--- src/rtl/muldiv_iter_unit.sv ---
`default_nettype none
// ============================================================================
// Module   : muldiv_iter_unit
// Purpose  : Iterative MULT/MULTU/DIV/DIVU unit producing HI/LO results.
// Revision : 1.0 - initial release
// ============================================================================
module muldiv_iter_unit #(
  parameter int WIDTH    = 32,
  parameter int MUL_STEP = 1
) (
  input  logic             clk,
  input  logic             rst,
  input  logic             start_i,
  input  logic [1:0]       op_i,
  input  logic [WIDTH-1:0] opdata1_i,
  input  logic [WIDTH-1:0] opdata2_i,
  input  logic             annul_i,
  output logic             busy_o,
  output logic             ready_o,
  output logic [WIDTH-1:0] hi_o,
  output logic [WIDTH-1:0] lo_o,
  output logic             div_zero_o
);

  localparam logic [1:0] c_IDLE = 2'd0;
  localparam logic [1:0] c_RUN  = 2'd1;
  localparam logic [1:0] c_FIX  = 2'd2;
  localparam logic [1:0] c_DONE = 2'd3;

  localparam int c_CW = $clog2(WIDTH + 1);
  localparam int c_PW = WIDTH + MUL_STEP;
  localparam logic [c_CW-1:0] c_N_MUL = c_CW'(WIDTH / MUL_STEP);
  localparam logic [c_CW-1:0] c_N_DIV = c_CW'(WIDTH);

  logic [1:0]         r_state;
  logic [1:0]         w_next_state;
  logic [c_CW-1:0]    r_cnt;
  logic [WIDTH-1:0]   r_a;
  logic [WIDTH-1:0]   r_b;
  logic [2*WIDTH-1:0] r_acc;
  logic               r_is_div;
  logic               r_neg_q;
  logic               r_neg_r;
  logic               r_dz_pend;
  logic [WIDTH-1:0]   r_hi;
  logic [WIDTH-1:0]   r_lo;
  logic               r_dz;

  logic               w_sign1;
  logic               w_sign2;
  logic [WIDTH-1:0]   w_mag1;
  logic [WIDTH-1:0]   w_mag2;
  logic               w_accept;
  logic               w_dz_start;
  logic               w_run_start;

  assign w_sign1     = ~op_i[0] & opdata1_i[WIDTH-1];
  assign w_sign2     = ~op_i[0] & opdata2_i[WIDTH-1];
  assign w_mag1      = w_sign1 ? -opdata1_i : opdata1_i;
  assign w_mag2      = w_sign2 ? -opdata2_i : opdata2_i;
  // A pending divide-by-zero completion blocks new starts for its single cycle.
  assign w_accept    = start_i & ~annul_i & ~r_dz_pend &
                       ((r_state == c_IDLE) | (r_state == c_DONE));
  assign w_dz_start  = w_accept & op_i[1] & (opdata2_i == '0);
  assign w_run_start = w_accept & ~w_dz_start;

  // Shift-add: multiplier sits in the low half of the accumulator.
  logic [MUL_STEP-1:0] w_digit;
  logic [c_PW-1:0]     w_msum;
  logic [2*WIDTH-1:0]  w_mul_next;

  assign w_digit    = r_acc[MUL_STEP-1:0];
  assign w_msum     = c_PW'(r_acc[2*WIDTH-1:WIDTH]) + c_PW'(r_a) * c_PW'(w_digit);
  assign w_mul_next = {w_msum, r_acc[WIDTH-1:MUL_STEP]};

  // Restoring division: remainder in the high half, dividend/quotient low.
  logic [WIDTH:0]      w_rem_sh;
  logic                w_ge;
  logic [WIDTH-1:0]    w_new_rem;
  logic [2*WIDTH-1:0]  w_div_next;

  assign w_rem_sh   = {r_acc[2*WIDTH-1:WIDTH], r_acc[WIDTH-1]};
  assign w_ge       = w_rem_sh >= {1'b0, r_b};
  assign w_new_rem  = w_ge ? WIDTH'(w_rem_sh - {1'b0, r_b}) : w_rem_sh[WIDTH-1:0];
  assign w_div_next = {w_new_rem, r_acc[WIDTH-2:0], w_ge};

  logic [2*WIDTH-1:0]  w_prod;
  logic [WIDTH-1:0]    w_quot;
  logic [WIDTH-1:0]    w_rem;

  assign w_prod = r_neg_q ? -r_acc : r_acc;
  assign w_quot = r_neg_q ? -r_acc[WIDTH-1:0] : r_acc[WIDTH-1:0];
  assign w_rem  = r_neg_r ? -r_acc[2*WIDTH-1:WIDTH] : r_acc[2*WIDTH-1:WIDTH];

  always_ff @(posedge clk) begin
    if (rst) begin
      r_state <= c_IDLE;
    end else begin
      r_state <= w_next_state;
    end
  end

  always_comb begin
    w_next_state = r_state;
    case (r_state)
      c_IDLE: begin
        if (r_dz_pend)        w_next_state = c_DONE;
        else if (w_run_start) w_next_state = c_RUN;
      end
      c_RUN: begin
        if (annul_i)                     w_next_state = c_IDLE;
        else if (r_cnt == c_CW'(1))      w_next_state = c_FIX;
      end
      c_FIX: begin
        w_next_state = annul_i ? c_IDLE : c_DONE;
      end
      c_DONE: begin
        w_next_state = w_run_start ? c_RUN : c_IDLE;
      end
      default: w_next_state = c_IDLE;
    endcase
  end

  always_comb begin
    busy_o  = (r_state == c_RUN) | (r_state == c_FIX);
    ready_o = (r_state == c_DONE);
  end

  always_ff @(posedge clk) begin
    if (rst) begin
      r_cnt     <= '0;
      r_a       <= '0;
      r_b       <= '0;
      r_acc     <= '0;
      r_is_div  <= 1'b0;
      r_neg_q   <= 1'b0;
      r_neg_r   <= 1'b0;
      r_dz_pend <= 1'b0;
      r_hi      <= '0;
      r_lo      <= '0;
      r_dz      <= 1'b0;
    end else if (w_accept) begin
      // Divide-by-zero reports the raw dividend, so keep it unmodified.
      r_a       <= w_dz_start ? opdata1_i : w_mag1;
      r_b       <= w_mag2;
      r_acc     <= {{WIDTH{1'b0}}, (op_i[1] ? w_mag1 : w_mag2)};
      r_is_div  <= op_i[1];
      r_neg_q   <= w_sign1 ^ w_sign2;
      r_neg_r   <= w_sign1;
      r_cnt     <= op_i[1] ? c_N_DIV : c_N_MUL;
      r_dz      <= 1'b0;
      r_dz_pend <= w_dz_start;
    end else if (r_dz_pend) begin
      r_dz_pend <= 1'b0;
      r_hi      <= r_a;
      r_lo      <= '1;
      r_dz      <= 1'b1;
    end else if ((r_state == c_RUN) && !annul_i) begin
      r_acc     <= r_is_div ? w_div_next : w_mul_next;
      r_cnt     <= r_cnt - c_CW'(1);
    end else if ((r_state == c_FIX) && !annul_i) begin
      r_hi      <= r_is_div ? w_rem  : w_prod[2*WIDTH-1:WIDTH];
      r_lo      <= r_is_div ? w_quot : w_prod[WIDTH-1:0];
    end
  end

  assign hi_o       = r_hi;
  assign lo_o       = r_lo;
  assign div_zero_o = r_dz;

endmodule
`default_nettype wire

--- config.mk ---
export PLATFORM = sky130hd
export DESIGN_NAME = muldiv_iter_unit
export DESIGN_NICKNAME = d
export VERILOG_FILES = /design/src/rtl/muldiv_iter_unit.sv
export SDC_FILE = /design/constraint.sdc
export NUM_CORES = 1
export LEC_CHECK = 0
export ABC_CLOCK_PERIOD_IN_PS = 3900
export BUFFER_PORTS_ARGS = -buffer_cell sky130_fd_sc_hd__buf_2
export CORE_ASPECT_RATIO = 1.4
export CORE_MARGIN = 2
export CORE_UTILIZATION = 45
export CTS_BUF_LIST = sky130_fd_sc_hd__clkbuf_4
export DETAILED_ROUTE_END_ITERATION = 8
export PLACE_DENSITY = 0.68
export SLEW_MARGIN = 20
export SYNTH_ARGS = -nofsm -noshare
export SYNTH_HDL_FRONTEND = slang
export SYNTH_SLANG_ARGS = --single-unit
--- constraint.sdc ---
create_clock -name clk -period 3.9 [get_ports clk]
set_clock_uncertainty 0.2 [all_clocks]
set_input_delay 0.78 -clock clk [delete_from_list [all_inputs] [get_ports clk]]
set_output_delay 0.78 -clock clk [all_outputs]
set_load 0.01 [all_outputs]
## Word level (Yosys, flattened, before mapping)

Cells that the tools add are included.

| word-level totals | value |
|---|---|
| input port bits | 70 |
| output and inout port bits | 67 |
| flip-flop bits (word level) | 205 |

| cells by class | value |
|---|---|
| reductions and logical operators | 13 |
| eq/ne operators | 8 |
| bitwise operators | 16 |
| add/sub/neg operators | 8 |
| multiplexer cells | 30 |
| $lt $le $gt $ge | 1 |
| multiply operators | 1 |

Operators with widths:

| operator | count |
|---|---|
| $mux 32 | 18 |
| $mux 64 | 2 |
| $neg 32->32 | 4 |
| $neg 64->64 | 1 |
| $add 32x33->33 | 1 |
| $ge 33x32->1 | 1 |
| $mul 32x1->33 | 1 |
| $logic_not 32->1 | 1 |
| $sub 32x32->32 | 1 |
| $mux 6 | 3 |
| $mux 2 | 5 |
| $and 1x1->1 | 8 |
| $pmux 2 s4 | 1 |
| $eq 6x1->1 const B | 1 |
| $ne 3x3->1 const B | 2 |
| $reduce_and 2->1 | 3 |
| $sub 6x1->6 const B | 1 |
| $not 1->1 | 5 |
| $eq 2x2->1 const B | 2 |
| $reduce_bool 2->1 | 2 |
| $reduce_or 2->1 | 2 |
| $reduce_and 3->1 | 1 |
| $eq 2x1->1 const B | 1 |
| $logic_and 1x1->1 | 2 |
| other kinds (7) | 8 |

## Depth between registers and ports, before layout

Gate-level depths: netlist of run 1.

| logic depth | value |
|---|---|
| depth in word-level cells | 11 |
| gate-level depth with buffers | 14 |
| mapped depth without buffers | 12 |

## Least setup slack after synthesis of run 1

No wires, ideal clock.

| timing path | value |
|---|---|
| path kind | input -> register |
| from | in opdata1_i[1] |
| to | reg r_acc[24] |
| setup time | 0.117 ns |
| setup slack | 0.556 ns |
| cell stages on the path | 11 |
| data required time | 3.583 ns |
| arrival | 3.027 ns |
| cell sequence | inv_1 > ha_1 > or3b_2 > nor4_2 > nand2_1 > nor3_4 > inv_1 > o31a_1 > xnor2_1 > mux2i_1 > a22o_1 |

| on the way | value |
|---|---|
| cells in the longest elaborated chain, start to end | 4 |

RTL lines:

| what | line | RTL |
|---|---|---|
| start, declared | 15 | `input logic [WIDTH-1:0] opdata1_i,` |
| $neg 32->32 | 59 | `assign w_mag1 = w_sign1 ? -opdata1_i : opdata1_i;` |
| $mux 32 | 59 |  |
| $mux 32 | 146 | `r_acc <= {{WIDTH{1'b0}}, (op_i[1] ? w_mag1 : w_mag2)};` |
| $mux 32 | 142 | `end else if (w_accept) begin` |
| end signal, assigned | 146 |  |
| end signal, assigned | 159 | `r_acc <= r_is_div ? w_div_next : w_mul_next;` |
| end, declared | 40 | `logic [2*WIDTH-1:0] r_acc;` |

No other way between the ends.
A chain may end at the register's enable or synchronous reset.

## Worst setup path after layout of run 1

| timing path | value |
|---|---|
| from | reg r_acc[0] |
| to | reg r_acc[61] |

| on the way | value |
|---|---|
| cells in the longest elaborated chain, start to end | 3 |

RTL lines:

| what | line | RTL |
|---|---|---|
| $mul 32x1->33 | 73 | `assign w_msum = c_PW'(r_acc[2*WIDTH-1:WIDTH]) + c_PW'(r_a) * c_PW'(w_digit);` |
| $add 32x33->33 | 73 |  |
| $mux 64 | 159 |  |

No other way between the ends.

==> results.py, run 1 <==
metrics = {
    "timing": {
        "timing_hold_violations_final": 0,
        "grt_setup_unrepaired": "false",
        "final.setup.tns_ns": 0,
        "maxSlewHeadroom_pct": 39.9,
        "finalCritPeriodShare_pct": 91.6,
        "setup_violations": 0,
        "period_needed_ns": 3.57,
        "slew_violations": 0,
        "tightest_slew_ns": 0.902,
        "fmax_ghz": 0.280,
    },
    "grt": {
        "grt_first_pass_wirelength_um": 94500,
        "grt_max_degree": 87,
        "track_usage_pct": 33.6,
        "antenna_found_initial": 3,
        "grt_pass1_vias": 16504,
        "overflow": 0,
    },
    "route": {
        "dr.first_iter.drc_count": 1296,
        "drt-pass1-iter-count": 6,
        "num_vias": 16754,
        "drc_errors": 0,
        "routed_via_density": 6.08,
        "antenna_left": 0,
        "wl_per_cell_um": 22.7,
        "routed_wl_um": 62500,
    },
    "die": {
        "dieHeight_um": 227,
        "core_um2": 35000,
        "initial_core_util_pct": 45.6,
        "ios": 137,
        "dieArea_um2": 37000,
        "chipWidth_um": 163,
        "row_count": 81,
    },
    "setup_path": {
        "critical_path.max_fanout": 17,
        "cp-start-kind": "flip-flop",
        "arrival_ns": 4.00,
        "critPathCaptureType": "flip-flop",
        "r2r_setup_slack_ns": 0.33,
        "critical_path_class": "reg2reg",
        "required_ns": 4.33,
    },
    "synthesis": {
        "synthDistinctLibCells": 86,
        "synth_top_flop_cell": "dfxtp_1",
        "ys_warn_count": 0,
        "synth_adder_area_share_pct": 6.14,
        "avgSynthCellArea_um2": 7.53,
        "syn_inst": 2118,
        "ys_seq_area_share_pct": 25.7,
        "yosys.area_share.simple_pct": 21.2,
        "synth_area_leaders": "dfxtp_1 (26%), xnor2_1 (6.3%), ha_1 (5.9%)",
        "synth_top_family_by_area": "compound AO/OA/AOI/OAI gates",
        "yosys.area.top_type": "dfxtp_1",
        "ys_ff_latch": 205,
        "synth-edff-count": 0,
        "synth-async-reset-ratio_pct": 0,
        "synth_fp_nets": 2265,
        "synthMuxAreaShare_pct": 4.03,
        "synth-xor-area-share_pct": 11.2,
        "synth_compound_area_share_pct": 26.5,
        "syn_area_um2": 15900,
        "synthDominantCellAreaShare_pct": 25.7,
    },
    "placement": {
        "io_buffers": 136,
        "routabilityCongestion": 1.05,
        "hpwl_um": 48700,
    },
    "final_layout": {
        "drive_above_1_share_pct": 15.9,
        "n_fill_cell": 3544,
        "layout_commonest_cell": "nor2_1",
        "mostFrequentLayoutCells": "nor2_1 (233), nand2_1 (206), dfxtp_1 (204), a21oi_1 (187), buf_2 (135)",
        "areaGrowthSynthToFinish_pct": 13.2,
        "final_net_count": 2408,
    },
    "clock_network": {
        "cts_max_level": 2,
        "cts_resized": 0,
        "insertion_delay_ns": 0.78,
        "cts_sinks": 205,
        "ctsLongestPathBuffers": 3,
        "cts_buffers": 53,
        "path_clk_slew_ns": 0.07,
        "postCtsSetupBuffers": 0,
        "cts_hold_buf": 0,
        "cts_root_buf": "clkbuf_4",
        "cts_tree": "yes",
    },
    "min_path": {
        "hold_class": "in2reg",
    },
    "pwr": {
        "ir_worst_vdd_mv": 0.400,
        "p_per_area_nw_per_um2": 578,
        "leakage_nw": 7.50,
        "finalPower_w": 0.0104,
    },
    "run_status": {
        "outcome": "finished, final reports clean",
    },
    "job": {
        "drv_cap": 0,
    },
}
-- power by group --
group / switching (W) / internal (W)
Clock: 0.000973 / 0.000981
Combinational: 0.00337 / 0.00213
Sequential: 0.000506 / 0.00248
-- state kept, by name, summed over array words and instances (netlist names) --
name,cells
r_a,32
r_state,2
div_zero_o,1
hi_o,32
r_b,32
r_is_div,1
r_neg_r,1
r_cnt,6
r_acc,64
lo_o,32
r_neg_q,1
r_dz_pend,1
-- Yosys cell counts (all sizes together), types with 11 or more instances --
cell	number
buf	26
o31ai	24
xnor2	114
or4	12
nand4	12
nor2	236
and3	13
o22ai	21
nor4	17
or3	27
and2	39
o21ai	130
inv	71
a31oi	17
xor2	89
o41ai	11
ha	75
nand2	206
mux2i	54
nand3	26
a311oi	15
a211oi	78
a21o	33
nand2b	22
o211ai	47
dfxtp	205
clkbuf	116
nor3	56
a21oi	187
-- per-layer routing --
| metal | global-route usage (%) | share of wire (%) | vias to the layer above |
|---|---|---|---|
| met5 | 0 | 0 | - |
| met4 | 26.6 | 8.8 | 0 |
| met3 | 4.94 | 5.7 | 269 |
| met2 | 57.6 | 49 | 655 |
| met1 | 37.0 | 37 | 7893 |
| li1 | - | - | 7937 |
-- final timing paths --
path                             endpoint         start  cells after the start
worst max-delay path            r_acc[61]      r_acc[0]                     13
worst max register to register  r_acc[61]      r_acc[0]                     13
worst min-delay path               r_a[0]  opdata1_i[0]                      3
worst min register to register   hi_o[24]      hi_o[24]                      2
-- logic make-up after synthesis --
| logic type | after synthesis |
|---|---|
| adders and majority gates | 77 |
| muxes | 63 |
| and+or+nand+nor | 704 |
| buffers and inverters | 214 |
| AOI/OAI and AO/OA | 652 |
| xor gates and xnor gates | 203 |
| DFF | 205 |
-- per-stage QoR --
step | util, % | instance area, µm² | setup WS, ns | std cells | hold WS, ns
finish | 51.6 | 18000 | 0.327 | 2756 | 0.138
CTS | 51.6 | 18000 | 0.378 | 2753 | 0.114
global placement | 49.7 | 17400 | 0.279 | 2662 | 0.241
global route | 51.6 | 18000 | 0.0918 | 2754 | 0.137
detailed placement | 49.7 | 17400 | 0.239 | 2662 | 0.248
floorplan | - | 15900 | 0.556 | 2118 | 0.238
-- worst max-delay path, stage by stage (launching register included) --
cell	delay (ns)
dfxtp_1	0.50
buf_4	0.30
buf_4	0.17
buf_4	0.14
and2_1	0.13
ha_1	0.29
a21o_1	0.21
a21o_1	0.20
a221oi_1	0.30
o21ai_0	0.26
xnor2_1	0.18
a311o_1	0.34
nand3_1	0.12
o21ai_0	0.09
-- area by class of cell --
type	instances	area [µm²]	share of cell area, %
Timing Repair Buffer	230	1390	7.69
Inverter	72	270	1.50
Clock inverter	13	90.1	0.499
Sequential cell	205	4110	22.8
Multi-Input combinational cell	1699	11000	61.1
Antenna cell	3	7.51	0.0416
Tap cell	456	571	3.16
Clock buffer	78	586	3.24
No activity file was read; power rests on OpenSTA's default activity.
==> run 2, diff against run 1 <==
--- a/config.mk
+++ b/config.mk
@@ -12,7 +12,7 @@
 export CORE_UTILIZATION = 45
 export CTS_BUF_LIST = sky130_fd_sc_hd__clkbuf_4
 export DETAILED_ROUTE_END_ITERATION = 8
-export PLACE_DENSITY = 0.68
+export PLACE_DENSITY = 0.7
 export SLEW_MARGIN = 20
 export SYNTH_ARGS = -nofsm -noshare
 export SYNTH_HDL_FRONTEND = slang
==> run 2 against run 1 <==
  * Clock power barely moved
  * Non-clock buffer count fell by 11
  * First-iteration DRC count fell by 8.3%
==> results.py, run 2 (synthesized netlist as in run 1, its figures left out) <==
metrics = {
    "setup_path": {
        "cp-start-kind": "flip-flop",
        "critical_path.max_fanout": 7,
        "r2r_setup_slack_ns": 0.29,
        "reg2reg_to": "r_acc[56]",
        "critical_path_class": "reg2reg",
        "startpoint": "r_acc[32]",
        "reg2reg_from": "r_acc[32]",
        "r2r_cells": 11,
        "arrival_ns": 3.98,
        "required_ns": 4.27,
        "critPathCaptureType": "flip-flop",
        "critPathSlowestCell": "dfxtp_1",
        "path_cells": "inv_1 -> fa_1 -> nand2b_1 -> a211oi_1 -> nor3_1 -> o31ai_1 -> a21oi_1 -> o31a_1 -> o21ai_0 -> xnor2_1 -> o211ai_1",
        "critPathMaxStageDelay_ns": 0.56,
        "worstSetupEndpoint": "r_acc[56]",
    },
    "placement": {
        "detailed_place.area_um2": 17300,
        "routabilityCongestion": 0.996,
        "io_buffers": 136,
        "hpwl_um": 49000,
    },
    "clock_network": {
        "cts_buffers": 54,
        "cts_hold_buf": 0,
        "cts_root_buf": "clkbuf_4",
        "ctsLongestPathBuffers": 3,
        "cts_tree": "yes",
        "path_clk_slew_ns": 0.07,
        "cts_max_level": 2,
        "cts_sinks": 205,
        "insertion_delay_ns": 0.75,
    },
    "die": {
        "ios": 137,
        "core_um2": 35000,
        "row_count": 81,
        "initial_core_util_pct": 45.6,
        "chipWidth_um": 163,
        "dieArea_um2": 37000,
        "dieHeight_um": 227,
    },
    "timing": {
        "grt_setup_unrepaired": "false",
        "setup_violations": 0,
        "period_needed_ns": 3.61,
        "maxSlewHeadroom_pct": 50.1,
        "slew_violations": 0,
        "finalCritPeriodShare_pct": 92.6,
        "fmax_ghz": 0.277,
        "final.setup.tns_ns": 0,
        "whs_ns": 0.173,
        "tightest_slew_ns": 0.746,
        "timing_hold_violations_final": 0,
    },
    "grt": {
        "grt_first_pass_wirelength_um": 94000,
        "overflow": 0,
        "antenna_found_initial": 2,
        "track_usage_pct": 33.6,
        "grt_max_degree": 98,
        "grt_pass1_vias": 15910,
    },
    "pwr": {
        "ir_worst_vdd_mv": 0.298,
        "p_per_area_nw_per_um2": 578,
        "finalPower_w": 0.0104,
        "leakage_nw": 7.45,
    },
    "route": {
        "antenna_left": 0,
        "drt-pass1-iter-count": 5,
        "wl_per_cell_um": 23.0,
        "num_vias": 16582,
        "dr.first_iter.drc_count": 1189,
        "routed_wl_um": 63000,
        "routed_via_density": 6.04,
        "drc_errors": 0,
    },
    "job": {
        "drv_cap": 0,
    },
    "final_layout": {
        "areaGrowthSynthToFinish_pct": 13.0,
        "drive_above_1_share_pct": 15.3,
        "final_net_count": 2398,
        "regMostFlops": "r_acc",
        "stdcell_area_um2": 18000,
        "layout_commonest_cell": "nor2_1",
        "mostFrequentLayoutCells": "nor2_1 (233), nand2_1 (206), dfxtp_1 (203), a21oi_1 (187), buf_2 (135)",
        "utilization_pct": 51.5,
        "largest_register_ffs": 64,
    },
    "min_path": {
        "hold_class": "in2reg",
    },
    "run_status": {
        "outcome": "finished, final reports clean",
    },
}
## run 2: worst min path at each step
stage	startpoint	end	slack (ns)	cells past startpoint
after floorplan	r_a[1]	r_a[1]	0.24	2
after global placement	hi_o[10]	hi_o[10]	0.24	2
after detailed placement	hi_o[16]	hi_o[16]	0.25	2
after CTS	opdata2_i[0]	r_b[0]	0.14	3
after global routing	opdata2_i[0]	r_b[0]	0.14	3
final	opdata2_i[0]	r_b[0]	0.17	3
## run 2: critical path: cells and delay by family, from the launching register on
| kind | cells | cell delay (ns) |
|---|---|---|
| buf+inv | 1 | 0.24 |
| xor+xnor | 1 | 0.15 |
| compound gates | 6 | 1.42 |
| fa+ha+maj | 1 | 0.47 |
| flops | 1 | 0.56 |
| simple gates | 2 | 0.38 |
## run 2: what timing repair did
item / CTS / global route
buffers inserted: 0 / 0
endpoints found under the hold margin: 0 / 0
endpoints found under the setup margin: 0 / 1
resized for setup: 0 / 1
## run 2: layer usage
| metal | global-route usage [%] | wire [µm] |
|---|---|---|
| met1 | 37.3 | 23700 |
| met2 | 58.4 | 30700 |
| met3 | 4.87 | 3510 |
| met4 | 24.3 | 5150 |
| met5 | 0 | 11 |
## run 2: power by group
group	total [W]	switching, W	internal [W]
Combinational	0.00546	0.00333	0.00213
Clock	0.00192	0.000972	0.000952
Sequential	0.00302	0.000546	0.00248
Total	0.0104	0.00485	0.00556
## run 2: through the flow
step,instances,setup slack (ns)
final,2746,0.289
after global routing,2746,0.103
after CTS,2745,0.329
after detailed placement,2651,0.256
after global placement,2651,0.283
after floorplan,2118,0.556
## run 2: layout make-up
cell class              instances  area (µm²)
multi-input cells            1699       11000
flip-flops and latches        205        4110
inverters                      72         270
well taps                     456         571
clock inverters                27         174
repair buffers                219        1360
diodes                          1        2.50
fillers                      3519       17000
clock buffers                  67         503
